## src/rtl/pc_redirect_ctrl.sv

```systemverilog
// pc_redirect_ctrl: priority redirect arbiter with registered PC select, flush pulse and squash window
//   clk, reset        : clock, synchronous active-high reset
//   req_valid         : per-source redirect request (index 0 oldest, highest priority)
//   req_target        : per-source target, source i at [i*PC_W +: PC_W]
//   stall             : freezes the squash countdown only
//   pc_sel_valid/flush: one-cycle pulse after an accepted redirect
//   pc_sel_idx/pc_next: registered winner index and target
//   squash_active     : masking window open
//   redirect_cnt      : saturating count of accepted redirects
module pc_redirect_ctrl #(
    parameter int NUM_SRC    = 7,
    parameter int PC_W       = 16,
    parameter int SQUASH_CYC = 3,
    parameter int CNT_W      = 16,
    parameter int IDX_W      = (NUM_SRC > 1) ? $clog2(NUM_SRC) : 1
) (
    input  logic                    clk,
    input  logic                    reset,
    input  logic [NUM_SRC-1:0]      req_valid,
    input  logic [NUM_SRC*PC_W-1:0] req_target,
    input  logic                    stall,
    output logic                    pc_sel_valid,
    output logic [IDX_W-1:0]        pc_sel_idx,
    output logic [PC_W-1:0]         pc_next,
    output logic                    flush,
    output logic                    squash_active,
    output logic [CNT_W-1:0]        redirect_cnt
);
    localparam int SQ_W = (SQUASH_CYC > 0) ? $clog2(SQUASH_CYC + 1) : 1;

    logic [SQ_W-1:0]  sq_cnt_q, sq_cnt_d;
    logic [IDX_W-1:0] lock_idx_q, lock_idx_d;
    logic             pc_sel_valid_q, pc_sel_valid_d;
    logic [IDX_W-1:0] pc_sel_idx_q, pc_sel_idx_d;
    logic [PC_W-1:0]  pc_next_q, pc_next_d;
    logic [CNT_W-1:0] redirect_cnt_q, redirect_cnt_d;
    logic             accept;
    logic [IDX_W-1:0] win_idx;
    logic [PC_W-1:0]  win_tgt;

    always_comb begin
        accept  = 1'b0;
        win_idx = '0;
        win_tgt = '0;
        // descending scan so the lowest eligible index is the final assignment
        for (int i = NUM_SRC - 1; i >= 0; i--) begin
            if (req_valid[i] && (sq_cnt_q == '0 || i < int'(lock_idx_q))) begin
                accept  = 1'b1;
                win_idx = IDX_W'(i);
                win_tgt = req_target[i*PC_W +: PC_W];
            end
        end
        pc_sel_valid_d = accept;
        pc_sel_idx_d   = accept ? win_idx : pc_sel_idx_q;
        pc_next_d      = accept ? win_tgt : pc_next_q;
        lock_idx_d     = accept ? win_idx : lock_idx_q;
        sq_cnt_d       = accept ? SQ_W'(SQUASH_CYC) :
                         (sq_cnt_q != '0 && !stall) ? sq_cnt_q - SQ_W'(1) : sq_cnt_q;
        redirect_cnt_d = (accept && !(&redirect_cnt_q)) ? redirect_cnt_q + CNT_W'(1) : redirect_cnt_q;
    end

    always_ff @(posedge clk) begin
        if (reset) begin
            sq_cnt_q       <= '0;
            lock_idx_q     <= '0;
            pc_sel_valid_q <= 1'b0;
            pc_sel_idx_q   <= '0;
            pc_next_q      <= '0;
            redirect_cnt_q <= '0;
        end else begin
            sq_cnt_q       <= sq_cnt_d;
            lock_idx_q     <= lock_idx_d;
            pc_sel_valid_q <= pc_sel_valid_d;
            pc_sel_idx_q   <= pc_sel_idx_d;
            pc_next_q      <= pc_next_d;
            redirect_cnt_q <= redirect_cnt_d;
        end
    end

    assign pc_sel_valid  = pc_sel_valid_q;
    assign flush         = pc_sel_valid_q;
    assign pc_sel_idx    = pc_sel_idx_q;
    assign pc_next       = pc_next_q;
    assign squash_active = (sq_cnt_q != '0);
    assign redirect_cnt  = redirect_cnt_q;
endmodule

```

## config.mk

```make
export PLATFORM = sky130hd
export DESIGN_NAME = pc_redirect_ctrl
export DESIGN_NICKNAME = d
export VERILOG_FILES = /design/src/rtl/pc_redirect_ctrl.sv
export SDC_FILE = /design/constraint.sdc
export NUM_CORES = 1
export LEC_CHECK = 0
export BUFFER_PORTS_ARGS = -buffer_cell sky130_fd_sc_hd__buf_4
export CAP_MARGIN = 10
export CORE_AREA = 10 10 94 96
export CTS_CLUSTER_DIAMETER = 150
export DETAILED_ROUTE_END_ITERATION = 12
export DIE_AREA = 0 0 104 106
export HOLD_SLACK_MARGIN = 0.03
export PLACE_DENSITY = 0.87
export SLEW_MARGIN = 15
export SYNTH_ARGS = -nofsm -noshare
export SYNTH_HDL_FRONTEND = slang
export SYNTH_SLANG_ARGS = --single-unit
export TNS_END_PERCENT = 1
```

## constraint.sdc

```tcl
create_clock -name clk -period 2.3 [get_ports clk]
set_clock_uncertainty 0.15 [all_clocks]
set_input_delay 0.46 -clock clk [delete_from_list [all_inputs] [get_ports clk]]
set_output_delay 0.46 -clock clk [all_outputs]
set_load 0.1 [all_outputs]
```

==> results of run 1 <==
-- cells by family after synthesis --
| kind of cell | count (synthesis) | share of synthesized area |
|---|---|---|
| AOI/OAI and AO/OA | 164 | 0.430 |
| buffers and inverters | 44 | 0.0727 |
| muxes | 3 | 0.0123 |
| and+or+nand+nor | 99 | 0.196 |
| xor gates and xnor gates | 1 | 0.00318 |
| DFF | 38 | 0.276 |
| adders and majority gates | 2 | 0.00909 |
-- sequential cells by signal, summed over array words and instances (netlist names) --
name,count
flush,1
pc_next,16
sq_cnt_q,2
redirect_cnt,16
pc_sel_idx,3
-- stage by stage --
stage	total power [mW]	TNS [ps]
floorplan	3.15	-168
global placement	3.83	0
detailed placement	3.88	0
CTS	4.40	0
global route	4.74	-228
finish	4.54	0
-- per-layer routing --
layer | up-vias | GRT usage | share of wire | routed length [µm]
li1 | 1728 | - | - | -
met1 | 1719 | 0.248 | 0.40 | 5000
met2 | 223 | 0.341 | 0.49 | 6220
met3 | 29 | 0.0495 | 0.083 | 1050
met4 | 0 | 0.0736 | 0.029 | 361
met5 | - | 0 | 0 | 0
-- worst max path at each step --
stage               depth (start not counted)                        from                            to
finish                                      9    sq_cnt_q[0]$_SDFFE_PP0P_       pc_next[4]$_SDFFE_PP0P_
global route                                9    sq_cnt_q[0]$_SDFFE_PP0P_  redirect_cnt[3]$_SDFFE_PP0P_
CTS                                         7    sq_cnt_q[0]$_SDFFE_PP0P_  redirect_cnt[7]$_SDFFE_PP0P_
detailed placement                          7    sq_cnt_q[0]$_SDFFE_PP0P_       pc_next[5]$_SDFFE_PP0P_
global placement                            7    sq_cnt_q[0]$_SDFFE_PP0P_       pc_next[5]$_SDFFE_PP0P_
floorplan                                   7  pc_sel_idx[2]$_SDFFE_PP0P_  redirect_cnt[9]$_SDFFE_PP0P_
-- report_power, final --
part	switching (mW)	internal (mW)	leakage, nW
clock	0.248	0.276	0.0561
combinational	2.10	0.938	1.40
sequential	0.145	0.833	0.322
-- what timing repair did --
item,4_1_cts,5_1_grt
hold buffers,0,0
resized for setup,1,19
setup endpoints to repair,1,16
buffers inserted,0,3
gates cloned,0,1
pin swaps,0,3
-- layout by cell type (no fill, tap or decap), types with 3 or more instances in the layout --
master	instances
sky130_fd_sc_hd__a31oi_1	28
sky130_fd_sc_hd__o21ai_1	14
sky130_fd_sc_hd__o31ai_1	5
sky130_fd_sc_hd__a221o_1	16
sky130_fd_sc_hd__a21oi_1	16
sky130_fd_sc_hd__a221oi_2	4
sky130_fd_sc_hd__dfxtp_1	19
sky130_fd_sc_hd__dfxtp_2	14
sky130_fd_sc_hd__or3_1	5
sky130_fd_sc_hd__nor3_1	5
sky130_fd_sc_hd__buf_4	176
sky130_fd_sc_hd__nor2_1	27
sky130_fd_sc_hd__and3_1	3
sky130_fd_sc_hd__nand3_1	5
sky130_fd_sc_hd__o21ai_0	28
sky130_fd_sc_hd__dfxtp_4	5
sky130_fd_sc_hd__o221a_2	16
sky130_fd_sc_hd__or4_1	5
sky130_fd_sc_hd__nand2_1	10
sky130_fd_sc_hd__a221oi_1	12
sky130_fd_sc_hd__a31oi_2	5
sky130_fd_sc_hd__nand4_1	23
sky130_fd_sc_hd__clkbuf_8	5
sky130_fd_sc_hd__and2_1	3
sky130_fd_sc_hd__mux2_2	3
sky130_fd_sc_hd__nor2b_1	4
-- cell type report --
type	instances	area, µm²
flip-flops and latches	38	797
clock buffers	6	93.8
multi-input cells	270	1910
clock inverters	2	10.0
fillers	620	2730
inverters	5	22.5
well taps	99	124
repair buffers	179	1380
==> out/qor.csv, run 1 <==
metric;value;unit
drc_errors;0;
worstReg2RegEnd;pc_next[4]$_SDFFE_PP0P_;
diodes;0;
end_kind;register;
final.min_clock_period;2250;ps
final_net_count;623;
power.density;1050;nW/µm²
antenna_left;0;
hold_viol;0;
global_route_wire_length_before_repair;18.5;mm
synth_common_cells;42 x sky130_fd_sc_hd__o21ai_0, 38 x sky130_fd_sc_hd__dfxtp_1, 32 x sky130_fd_sc_hd__a31oi_1;
timing.setup.critical_path_class;register to register;
top_level_ports;160;
routed_vias;3699;
placeableCoreArea;7060;µm²
fin_area;4330;µm²
floorplan.initialDensity;0.390;
detailedPlace.worstSlack;2.80;ps
synthesis.area;2750;µm²
placementRows;31;
critPathMaxStageDelay;370;ps
clockRootBuffer;sky130_fd_sc_hd__clkbuf_8;
outcome;finished clean;
setup.worst_path.start_class;register;
floorplan.die_area;11000;µm²
synthToLayoutAreaGrowth;57.3;%
drive_gt1_frac;0.498;
drv_cap;0;
ys_ff_latch;38;
grt_max_degree;34;
cp_cell_sequence;inv_2 -> ha_4 -> buf_8 -> o21a_1 -> buf_4 -> a31oi_1 -> a221oi_1 -> o221a_2 -> a221o_1;
routed_wire_length_per_instance;21.1;µm
clk_latency;300;ps
worst_hold_path_type;input port to register;
worstPathMaxFanout;17;
worst_path_max_delay_cell;sky130_fd_sc_hd__dfxtp_1;
worstMarginPinSlew;983;ps
regToRegSetupSlack;50;ps
clock_transition_at_the_register_clock_pins_on_the_worst_setup_and_hold_paths_after_cts;80;ps
clock_sink_count;38;
ys.flop_type;sky130_fd_sc_hd__dfxtp_1;
floorplan.die.height;106;µm
place.port_buffers;159;
finalCritPeriodShare;0.978;
vdd_ir_drop_max;312;µV
yosysWarnings;0;
critical_path.top_delay_family;compound AO/OA/AOI/OAI gates;
post_route_setup_slack;51.0;ps
cts_buffer_depth;2;
first_global_vias;3522;
yosys.area.top_type;sky130_fd_sc_hd__dfxtp_1;
tritoncts;yes;
dpl-instance-area;4110;µm²
regToRegStartpoint;sq_cnt_q[0]$_SDFFE_PP0P_;
dpl.cell_count;587;
whs;237;ps
synthDominantCellAreaShare;0.276;
arrival;2280;ps
unrepaired_setup_endpoints_after_global_routing;yes;
drtPass1Iterations;5;
synthDistinctLibCells;48;
worst_hold_startpoint;req_target[13];
cp_num_buf_inv;3;
numCtsBuffers;5;
wl;12.6;mm
syn_inst;351;
cellLeakagePower;1.78;nW
synth_top_cells_by_area;sky130_fd_sc_hd__dfxtp_1 28%, sky130_fd_sc_hd__o21ai_0 7.6%, sky130_fd_sc_hd__a31oi_1 7.3%, sky130_fd_sc_hd__o221a_2 6.5%, sky130_fd_sc_hd__a221o_1 5.8%;
critPathRequiredTime;2330;ps
synthesis.nets;475;
finalSetupViolCount;0;
grt_remaining_overflow;0;
holdPathStages;2;
postSynthAreaPerCell;7.84;µm²
final-max-slew-violation-count;0;
worst_r2r_path_depth;9;
maxSlewHeadroom;0.342;
gp_congestion;0.898;
final_util;0.613;
synth_seq_area_share;0.276;
synth-edff-count;0;
worstHoldEndpoint;pc_next[13]$_SDFFE_PP0P_;
detailedRoute.firstIterationViolations;356;
drt_via_density;6.18;
number_of_antenna_violations_at_the_first_check_in_global_routing;0;
dpl.hpwl;9.73;mm
max_clock_freq;445;MHz
fp.dieW;104;µm
layoutNonFillerInstCount;599;
yosysMostFrequentCell;sky130_fd_sc_hd__o21ai_0;
groute.usage.overall;0.203;
asyncSetResetFlopFracSynth;0;
htreeDepth;2;
(Power assumes the default switching activity.)
==> run 2: changes to the inputs <==
--- a/config.mk
+++ b/config.mk
@@ -7,10 +7,10 @@
 export LEC_CHECK = 0
 export BUFFER_PORTS_ARGS = -buffer_cell sky130_fd_sc_hd__buf_4
 export CAP_MARGIN = 10
-export CORE_AREA = 10 10 94 96
+export CORE_AREA = 10 10 92 94
 export CTS_CLUSTER_DIAMETER = 150
 export DETAILED_ROUTE_END_ITERATION = 12
-export DIE_AREA = 0 0 104 106
+export DIE_AREA = 0 0 102 104
 export HOLD_SLACK_MARGIN = 0.03
 export PLACE_DENSITY = 0.87
 export SLEW_MARGIN = 15
==> constraint.sdc (replaced) <==
create_clock -name clk -period 2.23 [get_ports clk]
set_clock_uncertainty 0.15 [all_clocks]
set_input_delay 0.446 -clock clk [delete_from_list [all_inputs] [get_ports clk]]
set_output_delay 0.446 -clock clk [all_outputs]
set_load 0.1 [all_outputs]
==> out/qor.csv, run 2 (synthesized netlist as in run 1, its figures left out) <==
metric;value;unit;change
cts_buffer_depth;2;;unchanged
worst_path_max_delay_cell;sky130_fd_sc_hd__or4_1;;was sky130_fd_sc_hd__dfxtp_1
final_net_count;634;;was 623
routed_vias;3792;;was 3699
cellLeakagePower;1.81;nW;was 1.78 nW
post_route_setup_slack;-63.5;ps;was 51.0 ps
outcome;complete, but fails checks;;was finished clean
wl;12.6;mm;about the same
groute.usage.overall;0.218;;was 0.203
htreeDepth;2;;unchanged
cp_cell_sequence;inv_2 -> ha_4 -> o32ai_1 -> or3_4 -> and4_4 -> or4_1 -> a21oi_2;;was inv_2 -> ha_4 -> buf_8 -> o21a_1 -> buf_4 -> a31oi_1 -> a221oi_1 -> o221a_2 -> a221o_1
arrival;2360;ps;was 2280 ps
final_util;0.656;;was 0.613
end_kind;register;;unchanged
gp_congestion;0.911;;was 0.898
dpl.hpwl;9.74;mm;was 9.73 mm
clk_latency;290;ps;was 300 ps
drtPass1Iterations;4;;was 5
placementRows;30;;was 31
setup.worst_path.start_class;register;;unchanged
final.min_clock_period;2290;ps;was 2250 ps
clockRootBuffer;sky130_fd_sc_hd__clkbuf_8;;unchanged
drc_errors;0;;unchanged
most-common-layout-cells;185 x sky130_fd_sc_hd__buf_4, 29 x sky130_fd_sc_hd__a31oi_1, 26 x sky130_fd_sc_hd__nor2_1, 26 x sky130_fd_sc_hd__o21ai_0, 23 x sky130_fd_sc_hd__nand4_1;;was 176 x sky130_fd_sc_hd__buf_4, 28 x sky130_fd_sc_hd__o21ai_0, 28 x sky130_fd_sc_hd__a31oi_1
critical_path.top_delay_family;simple AND/OR/NAND/NOR gates;;was compound AO/OA/AOI/OAI gates
cp_num_buf_inv;1;;was 3
diodes;0;;unchanged
grt_max_degree;34;;unchanged
top_level_ports;160;;unchanged
placeableCoreArea;6680;µm²;was 7060 µm²
numCtsBuffers;5;;unchanged
max_clock_freq;436;MHz;was 445 MHz
regToRegSetupSlack;-60;ps;was 50 ps
drv_cap;0;;unchanged
timing.setup.critical_path_class;register to register;;unchanged
place.port_buffers;159;;unchanged
grt_remaining_overflow;0;;unchanged
clock_sink_count;38;;unchanged
finalCritPeriodShare;1.03;;was 0.978
overall_power;4.73;mW;was 4.54 mW
drt_via_density;6.42;;was 6.18
hold_viol;0;;unchanged
clock_transition_at_the_register_clock_pins_on_the_worst_setup_and_hold_paths_after_cts;70;ps;was 80 ps
number_of_antenna_violations_at_the_first_check_in_global_routing;0;;unchanged
most_common_cell_after_layout_fill_and_taps_aside;sky130_fd_sc_hd__buf_4;;unchanged
floorplan.die.height;104;µm;was 106 µm
vdd_ir_drop_max;506;µV;was 312 µV
worst_hold_path_type;input port to register;;unchanged
first_global_vias;3655;;was 3522
failed_checks;setup timing;;
maxSlewHeadroom;0.583;;was 0.342
drive_gt1_frac;0.509;;was 0.498
critPathRequiredTime;2290;ps;was 2330 ps
worstMarginPinSlew;625;ps;was 983 ps
fp.dieW;102;µm;was 104 µm
synthToLayoutAreaGrowth;59.2;%;was 57.3%
global_route_wire_length_before_repair;18.8;mm;was 18.5 mm
whs;227;ps;was 237 ps
power.density;1080;nW/µm²;was 1050 nW/µm²
detailedRoute.firstIterationViolations;297;;was 356
tritoncts;yes;;unchanged
unrepaired_setup_endpoints_after_global_routing;yes;;unchanged
critPathMaxStageDelay;540;ps;was 370 ps
final-max-slew-violation-count;0;;unchanged
worstPathMaxFanout;10;;was 17
fillCellCount;557;;was 620
antenna_left;0;;unchanged
holdBufCountCts;0;;unchanged
floorplan.initialDensity;0.412;;was 0.390
routed_wire_length_per_instance;21.3;µm;was 21.1 µm
floorplan.die_area;10600;µm²;was 11000 µm²
finalSetupViolCount;2;;was 0
run 2: worst reg2reg max path, stage by stage (launching register included):
cell,delay (ps)
sky130_fd_sc_hd__dfxtp_2,330
sky130_fd_sc_hd__inv_2,60
sky130_fd_sc_hd__ha_4,200
sky130_fd_sc_hd__o32ai_1,100
sky130_fd_sc_hd__or3_4,450
sky130_fd_sc_hd__and4_4,220
sky130_fd_sc_hd__or4_1,540
sky130_fd_sc_hd__a21oi_2,180
run 2: area by class of cell:
class | instances | area [µm²] | area share
Clock buffer | 8 | 80.1 | 0.0183
Timing Repair Buffer | 189 | 1460 | 0.333
Multi-Input combinational cell | 271 | 1920 | 0.438
Tap cell | 80 | 100 | 0.0228
Sequential cell | 38 | 800 | 0.182
Inverter | 5 | 22.5 | 0.00514
run 2: final timing paths:
kind                                               start                      endpoint  depth (start not counted)
worst max register to register  sq_cnt_q[1]$_SDFFE_PP0P_  redirect_cnt[7]$_SDFFE_PP0P_                          7
worst max-delay path            sq_cnt_q[1]$_SDFFE_PP0P_  redirect_cnt[7]$_SDFFE_PP0P_                          7
worst min register to register   pc_next[0]$_SDFFE_PP0P_       pc_next[0]$_SDFFE_PP0P_                          1
worst min-delay path                               reset      sq_cnt_q[1]$_SDFFE_PP0P_                          2
run 2: routing by layer:
metal / part of all wire / GRT usage / vias up / wire (µm)
li1: - / - / 1751 / -
met1: 0.38 / 0.263 / 1753 / 4840
met2: 0.49 / 0.363 / 255 / 6160
met3: 0.096 / 0.0551 / 33 / 1210
met4: 0.031 / 0.0726 / 0 / 396
met5: 0 / 0 / - / 0
run 2: what timing repair did:
action,CTS,global route
pin swaps,1,4
gates cloned,0,2
endpoints found under the setup margin,24,29
resized for setup,3,20
buffers inserted,0,4
run 2: through the flow:
step,setup slack [ps],setup TNS [ps],instance area (µm²),cells
6_report,-63.5,-74.6,4380,591
5_1_grt,-98.4,-499,4380,591
4_1_cts,-39.4,-41.6,4250,585
3_5_place_dp,-160,-2120,4150,577
3_3_place_gp,-35.9,-501,4150,577
2_1_floorplan,-94.6,-1510,2830,351
run 2: power by group:
group | internal (mW) | total (mW) | switching (mW) | leakage, nW
logic | 1.05 | 3.26 | 2.20 | 1.45
clock network | 0.222 | 0.465 | 0.242 | 0.0395
registers | 0.861 | 1.01 | 0.145 | 0.322
